--- src/rtl/mux_rr_pkg.sv ---
// Shared types and helpers for the round-robin lane multiplexer.
// Holds the one-hot FSM encoding and the rotating priority search.
package mux_rr_pkg;

    typedef enum logic [1:0] {
        IDLE  = 2'b01,
        TRANS = 2'b10
    } state_t;

    localparam int RR_MAXCH = 16;
    localparam int STAT_W   = 16;

    // First set bit of valid, searching last+1, last+2, ... mod nch.
    // Walk from the farthest offset down so the nearest hit wins.
    function automatic int rr_pick(
        input logic [RR_MAXCH-1:0] valid,
        input int                  last,
        input int                  nch
    );
        int idx;
        int res;
        res = 0;
        for (int i = RR_MAXCH; i >= 1; i--) begin
            if (i <= nch) begin
                idx = (last + i) % nch;
                if (valid[idx[3:0]])
                    res = idx;
            end
        end
        return res;
    endfunction

endpackage

--- src/rtl/mux_rr_arb_rr_picker.sv ---
// Combinational round-robin picker: rotates priority to start at last+1.
// Ports: i_valid (request vector), i_last (previous owner), o_found, o_idx.
module rr_picker
    import mux_rr_pkg::*;
#(
    parameter int NCH = 4,
    parameter int CHW = 2
) (
    input  logic [NCH-1:0] i_valid,
    input  logic [CHW-1:0] i_last,
    output logic           o_found,
    output logic [CHW-1:0] o_idx
);

    logic [RR_MAXCH-1:0] w_valid;

    always_comb begin
        w_valid          = '0;
        w_valid[NCH-1:0] = i_valid;
    end

    assign o_found = |i_valid;
    assign o_idx   = CHW'(rr_pick(w_valid, int'(i_last), NCH));

endmodule

--- src/rtl/mux_rr_arb.sv ---
// N-channel lane mux with round-robin arbitration, burst lock and valid/ready.
// Ports: clk8f, reset (sync, active-low), data_in/valid_in/ready_in upstream,
//   data_out/valid_out/chan_out/ready_out downstream,
//   xfer_cnt per-channel word counters only when MUX_RR_STATS_EN is defined.
module mux_rr_arb
    import mux_rr_pkg::*;
#(
    parameter  int NCH      = 4,
    parameter  int DW       = 8,
    parameter  int MAXBURST = 0,
    localparam int CHW      = $clog2(NCH)
) (
    input  logic                clk8f,
    input  logic                reset,
    input  logic [NCH*DW-1:0]   data_in,
    input  logic [NCH-1:0]      valid_in,
    output logic [NCH-1:0]      ready_in,
    output logic [DW-1:0]       data_out,
    output logic                valid_out,
    output logic [CHW-1:0]      chan_out,
    input  logic                ready_out
`ifdef MUX_RR_STATS_EN
    ,
    output logic [NCH*16-1:0]   xfer_cnt
`endif
);

    localparam logic [15:0] MB = 16'(MAXBURST);

    state_t         r_state, w_state_n;
    logic [CHW-1:0] r_owner, w_owner_n;
    logic [CHW-1:0] r_last,  w_last_n;
    logic [15:0]    r_cnt,   w_cnt_n;
    logic [DW-1:0]  r_data;
    logic           r_valid;
    logic [CHW-1:0] r_chan;

    logic           w_can_load;
    logic           w_found;
    logic [CHW-1:0] w_pick;
    logic [NCH-1:0] w_others;
    logic           w_cont;
    logic           w_acc;
    logic [CHW-1:0] w_sel;
    logic [NCH-1:0] w_ready;
    logic [DW-1:0]  w_word;

    rr_picker #(
        .NCH (NCH),
        .CHW (CHW)
    ) u_pick (
        .i_valid (valid_in),
        .i_last  (r_last),
        .o_found (w_found),
        .o_idx   (w_pick)
    );

    assign w_can_load = !r_valid || ready_out;

    always_comb begin
        w_others          = valid_in;
        w_others[r_owner] = 1'b0;
    end

    // Past the burst limit the owner may keep going only if nobody else waits.
    assign w_cont = valid_in[r_owner] &&
                    ((MAXBURST == 0) || (r_cnt < MB) || !(|w_others));

    always_comb begin
        w_state_n = r_state;
        w_owner_n = r_owner;
        w_last_n  = r_last;
        w_cnt_n   = r_cnt;
        w_acc     = 1'b0;
        w_sel     = r_owner;
        w_ready   = '0;
        case (r_state)
            IDLE: begin
                if (w_found && w_can_load) begin
                    w_sel     = w_pick;
                    w_acc     = 1'b1;
                    w_owner_n = w_pick;
                    w_state_n = TRANS;
                    w_cnt_n   = 16'd1;
                end
            end
            TRANS: begin
                if (w_can_load) begin
                    if (w_cont) begin
                        w_acc   = 1'b1;
                        w_cnt_n = (MAXBURST != 0 && r_cnt >= MB) ?
                                  16'd1 : r_cnt + 16'd1;
                    end else begin
                        // Release costs one bubble; owner becomes lowest priority.
                        w_last_n  = r_owner;
                        w_state_n = IDLE;
                    end
                end
            end
            default: w_state_n = IDLE;
        endcase
        if (w_acc)
            w_ready[w_sel] = 1'b1;
    end

    always_comb begin
        w_word = '0;
        for (int i = 0; i < NCH; i++)
            if (w_sel == CHW'(i))
                w_word = data_in[i*DW +: DW];
    end

    assign ready_in = w_ready;

    always_ff @(posedge clk8f) begin
        if (!reset) begin
            r_state <= IDLE;
            r_owner <= '0;
            r_last  <= CHW'(NCH - 1);
            r_cnt   <= '0;
            r_data  <= '0;
            r_valid <= 1'b0;
            r_chan  <= '0;
        end else begin
            r_state <= w_state_n;
            r_owner <= w_owner_n;
            r_last  <= w_last_n;
            r_cnt   <= w_cnt_n;
            if (w_can_load) begin
                r_valid <= w_acc;
                if (w_acc) begin
                    r_data <= w_word;
                    r_chan <= w_sel;
                end
            end
        end
    end

    assign data_out  = r_data;
    assign valid_out = r_valid;
    assign chan_out  = r_chan;

`ifdef MUX_RR_STATS_EN
    for (genvar g = 0; g < NCH; g++) begin : g_stat
        logic [STAT_W-1:0] r_xfer;
        always_ff @(posedge clk8f) begin
            if (!reset)
                r_xfer <= '0;
            else if (w_ready[g] && valid_in[g] && r_xfer != '1)
                r_xfer <= r_xfer + 16'd1;
        end
        assign xfer_cnt[g*STAT_W +: STAT_W] = r_xfer;
    end
`endif

endmodule

--- config.mk ---
export PLATFORM = sky130hd
export DESIGN_NAME = mux_rr_arb
export DESIGN_NICKNAME = d
export VERILOG_FILES = /design/src/rtl/mux_rr_pkg.sv /design/src/rtl/mux_rr_arb_rr_picker.sv /design/src/rtl/mux_rr_arb.sv
export SDC_FILE = /design/constraint.sdc
export NUM_CORES = 1
export LEC_CHECK = 0
export ABC_AREA = 1
export CAP_MARGIN = 0
export CORE_UTILIZATION = 35
export DETAILED_ROUTE_END_ITERATION = 16
export GPL_ROUTABILITY_DRIVEN = 0
export GPL_TIMING_DRIVEN = 1
export HOLD_SLACK_MARGIN = 0.08
export PLACE_DENSITY = 0.7
export SLEW_MARGIN = 0
export SYNTH_ARGS = -nofsm -noshare
export SYNTH_HDL_FRONTEND = slang
export SYNTH_SLANG_ARGS = --single-unit
--- constraint.sdc ---
create_clock -name clk8f -period 1.8 [get_ports clk8f]
set_clock_uncertainty 0.1 [all_clocks]
set_input_delay 0.18 -clock clk8f [delete_from_list [all_inputs] [get_ports clk8f]]
set_output_delay 0.18 -clock clk8f [all_outputs]
set_load 0.01 [all_outputs]
==> results by group, run 1 <==
Global routing
  – Number of global-route vias before repair: 1,433
  – First-pass GRT wire length: 6009 um
  – Largest net degree at the start of global routing: 19
  – Number of antenna violations at the first check in global routing: 0
  – Grt ovf: 0
  – GRT Overall Usage: 0.2145

Floorplan
  – Die Y: 62.03 um
  – Num ports: 54
  – Initial Utilization: 0.3721
  – Die area: 3848 um^2
  – Rows: 21
  – Die Wd: 62.03 um
  – Area of the core: 3390 um^2

Clock tree
  – CTS root buf: clkbuf_4
  – CTS tree: done
  – Num Clock Sinks: 17
  – Clock slew seen by the registers of the worst setup and hold paths: 90 ps
  – Worst skew pair latency: 290 ps
  – Max H-tree Level: 1
  – CTS Buf Count: 3
  – Max Root-Sink Buffers: 2

Timing
  – Final Setup Violations: 13
  – Final hold slack: 373.8 ps
  – Max Fclk: 471.5 MHz
  – Tcrit/Tclk final: 1.178
  – Slew headroom: 0.7252
  – Fin worst setup slack: -321.0 ps
  – Worst Tran Pin Value: 410.9 ps
  – Max-slew violations: 0
  – RSZ-0062 raised after global routing: yes
  – Final worst path period need: 2121 ps
  – Final setup TNS: -2573 ps
  – Final Hold Viols: 0

Critical path
  – Worst Path Arrival: 1840 ps
  – Worst-path fanout max: 7
  – Worst setup path category: reg -> out
  – Critical path launch point type: flop
  – WP data required: 1520 ps
  – CP Capture Type: output port
  – Critical path origin: r_last[1]$_SDFFE_PN1P_
  – Reg-to-reg startpoint: r_last[1]$_SDFFE_PN1P_

Finish
  – Final instance area: 2161 um^2
  – Multi-input gate area: 895.9 um^2
  – Register Area: 341.6 um^2
  – Antenna cells: 0
  – Area delta synth->final: 71.33%
  – Final #Nets: 326
  – Fraction of layout cells with a size suffix above 1: 0.2993
  – Layout fillers: 314

Synth
  – Cells after synthesis: 205
  – Largest family of logic cells by synthesized area: simple AND/OR/NAND/NOR gates
  – Synthesized area: 1261 um^2
  – Synth warn: 0
  – Simple-gate share of the synthesized area: 0.5030
  – Compound-gate portion of the synthesized area: 0.09623
  – XOR/XNOR Fraction of Synth Area: 0
  – Mux share of post-synthesis cell area: 0
  – Mean post-synth cell area: 6.152 um^2
  – #FFs+latches synth: 17
  – Sequential fraction of the synthesis area: 0.2698
  – Synth cell types: 25
  – Synthesized Nets: 246
  – Post-Synth Adder-Cell Area: 0.01984

Detailed routing
  – Avg WL per Cell: 11.37 um
  – Vias: 1,549
  – Drt pass-1 iters: 4
  – # DRC: 0
  – Final WL: 3753 um
  – Vias per cell: 4.694
  – Final ANT Viol Nets: 0
  – Iter 0 DRT Violations: 96

Pwr
  – Clk pwr share: 0.068
  – Leakage power: 1.027 nW
  – Seq pwr share: 0.197
  – Pwr dens: 1342 nW/um^2
  – Net Sw Frac: 0.4643
  – Internal: 0.001554 W
  – Worst VDD drop: 0.9006 mV
  – Switching power total: 0.001347 W
  – Pwr Total: 0.002901 W
  – Comb pwr share: 0.735

Run status
  – Outcome: finished with violations
  – Failing checks: negative setup slack

Hold path
  – Hold WC Path Type: reg -> reg
  – Worst hold start: data_out[0]$_SDFFE_PN0P_

Job
  – Maxcap violations: 0

Placed design
  – DP Area: 2003 um^2
  – Place WS: -741.5 ps
  – IO buf count: 53
  – Dpl hpwl: 2922 um
==> registers in the layout, summed over array words and instances, names as in the netlist <==
register and count:
r_state 2, r_last 2, valid_out 1, chan_out 2, data_out 8, r_owner 2
==> per-layer routing <==
| metal | track usage | part of all wire | vias to the layer above |
|---|---|---|---|
| li1 | - | - | 814 |
| met4 | 0.02540 | 0.0019 | 0 |
| met1 | 0.2286 | 0.43 | 673 |
| met5 | 0 | 0 | - |
| met2 | 0.4088 | 0.49 | 60 |
| met3 | 0.08075 | 0.072 | 2 |
==> synthesized netlist by cell type <==
master | instances | share of area
nor2_1 | 17 | 0.051
nor3_1 | 3 | 0.012
nor2_4 | 3 | 0.027
clkbuf_1 | 1 | 0.0030
nand2_4 | 2 | 0.018
buf_4 | 1 | 0.0060
o211ai_1 | 5 | 0.030
a21oi_1 | 5 | 0.020
buf_6 | 2 | 0.018
nand2_8 | 1 | 0.016
buf_2 | 1 | 0.0040
inv_2 | 4 | 0.012
dfxtp_1 | 17 | 0.27
inv_4 | 1 | 0.0050
o21ai_0 | 9 | 0.036
nand3_2 | 3 | 0.024
nand4_1 | 8 | 0.040
inv_6 | 1 | 0.0069
nand2_1 | 77 | 0.23
o21ai_1 | 1 | 0.0040
nand3_1 | 17 | 0.067
inv_1 | 19 | 0.057
nand2_2 | 4 | 0.020
ha_1 | 2 | 0.020
a21oi_2 | 1 | 0.0069
==> logic make-up after synthesis <==
logic type | count (synthesis)
fa+ha+maj | 2
buf+inv | 30
flops | 17
simple gates | 135
compound gates | 21
==> worst max-delay path: stages, from the launching register on <==
cell and delay (ps):
dfxtp_1 400, inv_1 110, nand2_1 90, nand2_2 70
nand2_2 60, nand2_1 50, inv_1 50, nand2_1 50
nand2_2 70, nand2_2 60, nand2_4 140, inv_4 60
nor3_4 190, buf_2 160
==> what timing repair did <==
item,in CTS,in global routing
resized for setup,34,24
hold buffers,0,0
pin swaps,2,2
hold endpoints to repair,0,0
setup buffers,3,0
endpoints found under the setup margin,12,14
==> path summary, 6_finish.rpt <==
path	slack, ps	to	depth (start not counted)
max reg2reg	-220	data_out[2]$_SDFFE_PN0P_	17
min	370	data_out[0]$_SDFFE_PN0P_	2
min reg2reg	370	data_out[0]$_SDFFE_PN0P_	2
max	-320	ready_in[2]	13
==> layout by cell type, fill, tap and decap left out, types with 6 or more instances in the layout <==
cell             synthesis  final
nand3_1                 17     11
dfxtp_1                 17     16
buf_4                    1     24
nor2_1                  17     14
inv_1                   19     18
clkdlybuf4s50_1          0     49
nand2_2                  4     18
nand4_1                  8      8
nand3_2                  3      9
o21ai_0                  9      6
nand2_1                 77     62
==> area by class of cell <==
cell class | count | share of cell area
repair buffers | 80 | 0.3393
flip-flops and latches | 17 | 0.1581
multi-input cells | 158 | 0.4146
inverters | 25 | 0.04922
clock buffers | 4 | 0.01216
well taps | 46 | 0.02664
==> power groups by stage <==
stage	registers (W)	clock network [W]	logic (W)
2_1_floorplan	0.000615	0	0.00109
3_3_place_gp	0.000579	0	0.00192
3_5_place_dp	0.000577	0	0.00193
4_1_cts	0.000570	0.000203	0.00204
5_1_grt	0.000584	0.000215	0.00237
6_report	0.000571	0.000198	0.00213
==> per-stage QoR <==
step,utilization,std cells
3_5_place_dp,0.5910,323
6_report,0.6375,330
5_1_grt,0.6375,330
4_1_cts,0.6154,330
3_3_place_gp,0.5910,323
2_1_floorplan,-,205
Power figures use the tool's default switching activity.
==> run 2: changes to the inputs <==
- SKIP_LAST_GASP: default -> 1
==> results by group, run 2 (synthesis results as in run 1) <==
Clock tree
  – Worst skew pair latency: 280 ps (about the same)
  – Max Root-Sink Buffers: 2 (unchanged)
  – Num Clock Sinks: 17 (unchanged)
  – CTS Buf Count: 3 (unchanged)
  – Max H-tree Level: 1 (unchanged)
  – CTS tree: done
  – Clock slew seen by the registers of the worst setup and hold paths: 90 ps (about the same)
  – CTS root buf: clkbuf_4
  – CTS Hold Bufs: 0 (unchanged)

Detailed routing
  – Drt pass-1 iters: 4 (unchanged)
  – Vias: 1,550 (+0.065%)
  – Final WL: 3950 um (+5.2%)
  – Iter 0 DRT Violations: 91 (-5.2%)
  – Avg WL per Cell: 11.93 um (+4.9%)
  – Metal2 WL: 2002 um (+8.4%)
  – Vias per cell: 4.683 (-0.24%)
  – Wl on met1: 1686 um (+3.7%)
  – Routed length on met3: 261 um (-3.7%)
  – # DRC: 0 (unchanged)
  – Final ANT Viol Nets: 0 (unchanged)
  – DR top layer: met3

Finish
  – Final #Nets: 327 (+0.31%)
  – Most common cell after layout, fill and taps aside: nand2_1
  – Antenna cells: 0 (unchanged)
  – Multi-input gate area: 919.6 um^2 (+2.7%)
  – Commonest non-fill, non-tap cells in the layout: 57 x nand2_1, 49 x clkdlybuf4s50_1, 24 x buf_4, 23 x nand2_2, 18 x inv_1
  – Area delta synth->final: 75.69%
  – Largest register FFs: 8 (unchanged)
  – Final instance area: 2216 um^2 (+2.5%)
  – Register Area: 345.3 um^2 (+1.1%)
  – Fraction of layout cells with a size suffix above 1: 0.3263 (+0.02702)
  – Layout fillers: 313 (-0.32%)

Timing
  – Slew headroom: 0.7290 (+0.003826)
  – Final Setup Violations: 14 (+1)
  – Max Fclk: 460.2 MHz (-2.4%)
  – RSZ-0062 raised after global routing: yes
  – Fin worst setup slack: -373.1 ps (-52.06 ps)
  – Tcrit/Tclk final: 1.207 (+0.02892)
  – Final Hold Viols: 0 (unchanged)
  – Worst Tran Pin Value: 405.2 ps (-5.722 ps)
  – Max-slew violations: 0 (unchanged)
  – Final worst path period need: 2173 ps (+52.06 ps)

Floorplan
  – Die Y: 62.03 um (unchanged)
  – Die area: 3848 um^2 (unchanged)
  – Num ports: 54 (unchanged)
  – Area of the core: 3390 um^2 (unchanged)
  – Rows: 21 (unchanged)
  – Initial Utilization: 0.3721 (unchanged)
  – Die Wd: 62.03 um (unchanged)

Hold path
  – Hold WC Path Type: reg -> reg

Critical path
  – Worst-path fanout max: 7 (unchanged)
  – Worst Path Arrival: 1890 ps (+50 ps)
  – CP Capture Type: output port
  – Critical-path cell list: buf_12, inv_8, nand2_1, nand2_2, nand2_2, nand2_2, nand2_2, nand3_2, nand2_2, inv_2, nand2_4, nand2_8, nand2_2, nor2_2, buf_2
  – Critical path launch point type: flop
  – Slowest-stage cell, CP: dfxtp_4
  – Cell mode on critical path: nand2_2
  – WP data required: 1520 ps (about the same)
  – Worst setup path category: reg -> out
  – Worst path max stage delay: 380 ps (-20 ps)

Global routing
  – Largest net degree at the start of global routing: 19 (unchanged)
  – GRT Overall Usage: 0.2127 (-0.001723)
  – Number of antenna violations at the first check in global routing: 0 (unchanged)
  – First-pass GRT wire length: 5961 um (-0.80%)
  – Number of global-route vias before repair: 1,423 (-0.70%)
  – Grt ovf: 0 (unchanged)

Pwr
  – Pwr dens: 1340 nW/um^2 (-0.15%)
  – Pwr Total: 0.002970 W (+2.4%)
  – Leakage power: 1.044 nW (+1.6%)
  – Worst VDD drop: 0.9000 mV (about the same)

Placed design
  – IO buf count: 53 (unchanged)
  – Dpl hpwl: 2922 um (unchanged)
  – DP Area: 2003 um^2 (unchanged)

Run status
  – Outcome: finished with violations
  – Failing checks: negative setup slack

Job
  – Maxcap violations: 0 (unchanged)
-- run 2: changes by cell type in the layout (fill, tap and decap cells not counted) --
cell       change
dfxtp_4        +1
nand3_1        -1
nand3_2        +1
inv_6          +1
nor3_4         +1
nand2_1        -5
nand2_2        +5
clkbuf_16      +1
nor3_2         -1
inv_4          -1
dfxtp_1        -1
-- run 2: layout make-up --
type | instances | area share
timing repair buffer | 81 | 0.3422
multi-input combinational | 158 | 0.4150
sequential | 17 | 0.1558
inverter | 25 | 0.04912
tap | 46 | 0.02597
clock buffer | 4 | 0.01186
-- run 2: path summary, 6_finish.rpt --
kind	start	to	slack [ps]	cells past startpoint
setup / recovery	r_last[0]$_SDFFE_PN1P_	ready_in[3]	-370	15
hold / removal	data_out[0]$_SDFFE_PN0P_	data_out[0]$_SDFFE_PN0P_	370	2
setup reg to reg	r_last[0]$_SDFFE_PN1P_	data_out[2]$_SDFFE_PN0P_	-260	19
hold reg to reg	data_out[0]$_SDFFE_PN0P_	data_out[0]$_SDFFE_PN0P_	370	2
-- run 2: layer usage --
layer  global-route usage  vias up
li1                     -      815
met1               0.2274      685
met2               0.4043       50
met3              0.08075        0
met4              0.02540        0
met5                    0        -
-- run 2: timing repair --
| action | 4_1_cts | 5_1_grt |
|---|---|---|
| buffers inserted | 3 | 0 |
| gates cloned | 0 | 1 |
| pin swaps | 2 | 9 |
| gates resized for setup | 32 | 36 |
| setup endpoints to repair | 12 | 15 |
-- run 2: worst max-delay path: cells and delay by family (launching register included) --
kind                   cells  cell delay [ps]
and+or+nand+nor           11              830
buffers and inverters      4              410
DFF                        1              380
-- run 2: per-stage QoR --
step           setup TNS [ps]    util  setup slack, ps  hold WS (ps)  std cells
2_1_floorplan               0       -            11.77         221.8        205
3_3_place_gp            -6687  0.5910           -782.1         360.6        323
3_5_place_dp            -6615  0.5910           -741.5         369.0        323
4_1_cts                 -2317  0.6128           -287.9         382.0        330
5_1_grt                 -5252  0.6537           -482.8         416.9        331
6_report                -3380  0.6537           -373.1         373.9        331
-- run 2: where the power goes --
| group | total [W] | internal (W) | switching, W | leakage (nW) |
|---|---|---|---|---|
| Combinational | 0.00220 | 0.000994 | 0.00120 | 0.890 |
| Clock | 0.000197 | 0.0000861 | 0.000111 | 0.0150 |
| Sequential | 0.000575 | 0.000504 | 0.0000710 | 0.140 |
| Total | 0.00297 | 0.00158 | 0.00139 | 1.04 |
==> run 3: changes to the inputs <==
- SLEW_MARGIN: 0 -> 10
==> results of run 3 <==
The final DEF is identical to that of run 2; final timing and power are the same.
==> RTL edit 1, RTL diff (settings of run 2) <==
Build with the macro `MUX_RR_STATS_EN` defined.
--- a/src/rtl/mux_rr_arb.sv
+++ b/src/rtl/mux_rr_arb.sv
@@ -2,6 +2,8 @@
 // Ports: clk8f, reset (sync, active-low), data_in/valid_in/ready_in upstream,
 //   data_out/valid_out/chan_out/ready_out downstream,
 //   xfer_cnt per-channel word counters only when MUX_RR_STATS_EN is defined.
+`define MUX_RR_STATS_EN
+
 module mux_rr_arb
     import mux_rr_pkg::*;
 #(
Check against the original RTL (old outputs only; new: xfer_cnt): equivalent (equiv_simple and equiv_induct, registers matched by name and starting in step).
==> RTL edit 1 against run 2 <==
The flow still finishes with violations (negative setup slack); routed wire length increased to 3.9 times the old value; sequential cell count increased by 64; setup slack got worse by 0.046 ns; synthesized area increased to 4.0 times the old value; sequential share of layout area increased by 5.7 points; final area increased to 3.5 times the old value; total power increased to 2.8 times the old value; largest cell class unchanged.
==> RTL edit 1: results (changes against run 2) <==
Worst setup path
  • FF-to-FF setup slack: -0.40 ns (-0.14 ns)
  • Critical path arrival: 1.94 ns (+0.05 ns)
  • R2R depth: 16 (-3)
  • Crit Reg-Reg Endpoint: g_stat[1].r_xfer[9]$_SDFFE_PN0P_
  • CP endpoint: ready_in[1]

Placed design
  • DP Wirelength: 10,900 um (+270%)
  • Port bufs: 117 (+120%)
  • Post-DP Area: 7060 sq um (+250%)
  • Placed Cells: 1,100 (+240%)

Synthesis
  • Synth area leaders: dfxtp_1, nand2_1, nand3_1
  • Syn Area/Cell: 6.76 sq um (+9.8%)
  • Yosys cell types: 34 (+36%)
  • Mapped Nets: 789 (+220%)

Global route
  • Largest net degree at the start of global routing: 41 (+22)
  • Vias in the first global route: 5,162 (+260%)
  • Total Routing Usage GR: 0.209 (-0.00387)
  • Global-route wire length before repair: 24,900 um (+320%)

Power and ir drop
  • Worst VDD drop: 0.740 mV (-18%)
  • Net Switching: 3.49 mW (+150%)
  • Lkg Pwr: 2.99 nW (+190%)

Clock tree
  • H-tree Lvls: 3 (+2)
  • Clk slew on worst S/H paths: 0.07 ns (-0.02 ns)
  • Clock latency on the worst-skew pair: 0.35 ns (+0.07 ns)
  • Cts bufs inserted: 9 (+6)

STA
  • Worst-Margin Slew: 0.424 ns (+0.0187 ns)
  • Final setup violation count: 76 (+62)
  • Sum Neg Setup Slack: -24.69 ns (-21.31 ns)
  • Setup ws final: -0.420 ns (-0.0464 ns)

Finish
  • Largest register FFs: 64 (+56)

Detailed routing
  • Drt pass-1 iters: 5 (+1)
  • DR iter-0 viols: 262 (+190%)
  • Post-Route WL: 15,500 um (+290%)
  • Wire per inst: 13.8 um (+16%)

Run status
  • Status: finished, violations left
  • Failing checks: negative setup slack
==> RTL edit 1: changes by cell type after synthesis, moves of 50 or more <==
cell,change
inv_1,+52
nor2_1,+55
nand2_1,+74
dfxtp_1,+64
a21oi_1,+50
nand3_1,+58
==> RTL edit 1: critical path, stage by stage (launching register included) <==
cell and delay (ns):
dfxtp_4 0.36, buf_12 0.12, clkinv_8 0.07, nand2_2 0.06, nand2_2 0.07, nand2_2 0.07
nand2_2 0.06, inv_2 0.09, nand3_2 0.09, nand2_2 0.09, nand2_4 0.08, nand2_4 0.08
inv_4 0.04, nor3_2 0.15, buf_2 0.16
==> RTL edit 1: how the worst min path moves through the flow <==
stage | start | to | slack, ns | cells past startpoint
final | data_in[27] | data_out[3]$_SDFFE_PN0P_ | 0.40 | 5
after floorplan | reset | data_out[0]$_SDFFE_PN0P_ | 0.22 | 2
after global placement | chan_out[1]$_SDFFE_PN0P_ | chan_out[1]$_SDFFE_PN0P_ | 0.38 | 2
after detailed placement | r_state[1]$_SDFFE_PN0P_ | r_state[1]$_SDFFE_PN0P_ | 0.39 | 2
after CTS | data_in[26] | data_out[2]$_SDFFE_PN0P_ | 0.39 | 5
after global routing | g_stat[2].r_xfer[10]$_SDFFE_PN0P_ | g_stat[2].r_xfer[10]$_SDFFE_PN0P_ | 0.41 | 2
==> RTL edit 1: cell type report <==
| cell class | instances | area [sq um] |
|---|---|---|
| clock inverter | 4 | 27.5 |
| sequential | 81 | 1630 |
| inverter | 75 | 297 |
| timing repair buffer | 221 | 2060 |
| tap | 180 | 225 |
| fill | 1323 | 6280 |
| multi-input combinational | 551 | 3150 |
| clock buffer | 12 | 256 |
==> RTL edit 1: kinds of logic (layout without fill, tap and decap cells) <==
logic type	after synthesis	count (layout)	synth area share
buffers and inverters	112	312	0.0951
AOI/OAI and AO/OA	103	103	0.118
adders and majority gates	6	6	0.0149
xor gates and xnor gates	52	52	0.0906
DFF	81	81	0.323
and+or+nand+nor	390	390	0.358
==> RTL edit 1: power by group through the flow <==
stage / clock network, mW / registers, mW / logic [mW]
after detailed placement: 0 / 2.12 / 4.01
final: 1.78 / 2.09 / 4.58
after floorplan: 0 / 2.19 / 2.39
after global routing: 1.91 / 2.11 / 4.99
after CTS: 1.83 / 2.10 / 4.13
after global placement: 0 / 2.12 / 3.95
==> RTL edit 1: metal layers <==
layer,global-route usage,wire (um)
met1,0.267,7130
met4,0.0594,221
met3,0.0463,637
met2,0.350,7540
met5,0,0
==> RTL edit 1: repair_timing <==
action / CTS / global route
buffers inserted: 1 / 7
gates cloned: 0 / 1
gates resized for setup: 32 / 68
endpoints found under the setup margin: 77 / 80
pin swaps: 10 / 15
hold endpoints to repair: 0 / 0
==> RTL edit 2, RTL diff (settings of run 2) <==
Without the edit above. `NCH` is set to 4 in 2 places; all go to 2.
--- a/src/rtl/mux_rr_arb_rr_picker.sv
+++ b/src/rtl/mux_rr_arb_rr_picker.sv
@@ -3,7 +3,7 @@
 module rr_picker
     import mux_rr_pkg::*;
 #(
-    parameter int NCH = 4,
+    parameter int NCH = 2,
     parameter int CHW = 2
 ) (
     input  logic [NCH-1:0] i_valid,
--- a/src/rtl/mux_rr_arb.sv
+++ b/src/rtl/mux_rr_arb.sv
@@ -5,7 +5,7 @@
 module mux_rr_arb
     import mux_rr_pkg::*;
 #(
-    parameter  int NCH      = 4,
+    parameter  int NCH      = 2,
     parameter  int DW       = 8,
     parameter  int MAXBURST = 0,
     localparam int CHW      = $clog2(NCH)
Ports: changed (resized chan_out, data_in, ready_in and valid_in); port bits go from 54 to 33. The function was not compared with the original's and may differ.
==> RTL edit 2 against run 2 <==
Setup slack improved by 0.45 ns; synthesized cell count decreased by 32%; routed wire length decreased by 51%; final area decreased by 40%; critical path depth decreased by 7; synthesized area decreased by 32%; clock power decreased by 11%; total power decreased by 56%; non-clock buffer count decreased by 39; sequential cell count decreased by 3; first-iteration DRC count decreased by 84%; sequential power decreased by 24%.
==> RTL edit 2: results (changes against run 2) <==
Run status
  • Status: completed

Worst setup path
  • CP max stage delay: 0.34 ns (-0.04 ns)
  • Crit Reg-Reg Endpoint: data_out[0]$_SDFFE_PN0P_
  • Crit path launch: r_state[0]$_SDFFE_PN1P_
  • FF-to-FF setup slack: 0.22 ns (+0.48 ns)
  • Critical path arrival: 1.45 ns (-0.44 ns)
  • Critical path fanouts, max: 3 (-4)
  • R2R depth: 9 (-10)
  • Critical path's top delay family: flip-flops
  • CP endpoint: ready_in[1]
  • CP max-delay cell: dfxtp_2

Clock tree
  • Post-CTS sizing: 10 (-69%)
  • Clock latency on the worst-skew pair: 0.27 ns
  • Clk slew on worst S/H paths: 0.09 ns (about the same)
  • Setup bufs post-CTS: 1 (-2)
  • Clock Tree Buf Depth: 2 (unchanged)
  • H-tree Lvls: 1 (unchanged)

Global route
  • Vias in the first global route: 799 (-44%)
  • Initial antenna violation count: 0 (unchanged)
  • Global-route wire length before repair: 3200 um (-46%)
  • Total Routing Usage GR: 0.157 (-0.0553)
  • Largest net degree at the start of global routing: 14 (-5)

Finish
  • N_diodes: 0 (unchanged)
  • Signal inverters: 28 (+12%)
  • Clock buf/inv share: 0.0170 (+0.00514)
  • Clkbuf count: 3 (-1)
  • Non-clk bufs: 42 (-48%)
  • Seq area share: 0.214 (+0.0585)
  • Multi-input logic area: 490 sq um (-47%)
  • Layout cells sized above 1: 0.169 (-0.157)
  • Multi-Input Combinational: 96 (-39%)
  • NumNets Final: 208 (-36%)
  • Filler cells: 231 (-26%)
  • NonClk Buf Share: 0.293 (-0.0494)

Synthesis
  • Register area share after synthesis: 0.326 (+0.0557)
  • Asr flop ratio synth: 0 (unchanged)
  • Synth area leaders: dfxtp_1, nand2_1, nor2_1
  • Synth Area in Compound Gates: 0.0814 (-0.0148)
  • Adder and majority gate portion of the synthesized area: 0.0291 (+0.00923)
  • Most frequent cell after synthesis: nand2_1
  • Mapped Nets: 163 (-34%)
  • Mux contribution to synthesized area: 0 (unchanged)
  • Top cell type's share of synthesized area: 0.326 (+0.0557)
  • Yosys cell types: 18 (-28%)
  • Synth top cells by count: nand2_1, nor2_1, inv_1
  • Flops & latches, synth: 14 (-3)

Detailed routing
  • Via count: 922 (-41%)
  • Drt pass-1 iters: 4 (unchanged)
  • DR iter-0 viols: 15 (-84%)
  • Post-Route WL: 1920 um (-51%)

STA
  • Worst-Margin Slew: 0.476 ns (+0.0705 ns)
  • Slew Limit Fails: 0 (unchanged)

Placed design
  • DP Wirelength: 1490 um (-49%)
  • Port bufs: 32 (-40%)

Hold path
  • HP Start: valid_in[1]
  • Hold endpoint: r_last$_SDFFE_PN1P_
  • Worst min-delay path category: in -> reg
  • Worst Hold Depth: 6 (+4)

Power and ir drop
  • Worst VDD drop: 0.534 mV (-41%)
  • Lkg Pwr: 0.663 nW (-37%)
[RTL edit 2: kinds of logic (layout without fill, tap and decap cells)]
family,after synthesis,after routing
fa+ha+maj,2,2
buf+inv,30,73
flops,14,14
compound gates,10,10
simple gates,84,84
[RTL edit 2: routing by layer]
layer	up-vias	wire (um)	GRT usage
met5	-	0	0
met4	0	10	0.0405
met3	2	95	0.0322
met2	21	866	0.273
met1	390	952	0.197
li1	509	-	-
[RTL edit 2: per-stage QoR]
step,hold WS (ns),cells,worst slack [ns],area [sq um]
floorplan,0.191,140,0.250,861
global placement,0.369,207,-0.295,1260
detailed placement,0.376,207,-0.301,1260
CTS,0.398,211,0.00504,1280
global route,0.411,211,-0.00894,1330
finish,0.375,211,0.0722,1330
[RTL edit 2: where the power goes]
part	internal [mW]	total [mW]	switching, mW	leakage (nW)
sequential	0.387	0.436	0.0492	0.116
combinational	0.351	0.706	0.354	0.533
clock	0.0773	0.175	0.0973	0.0138
total	0.816	1.32	0.501	0.663
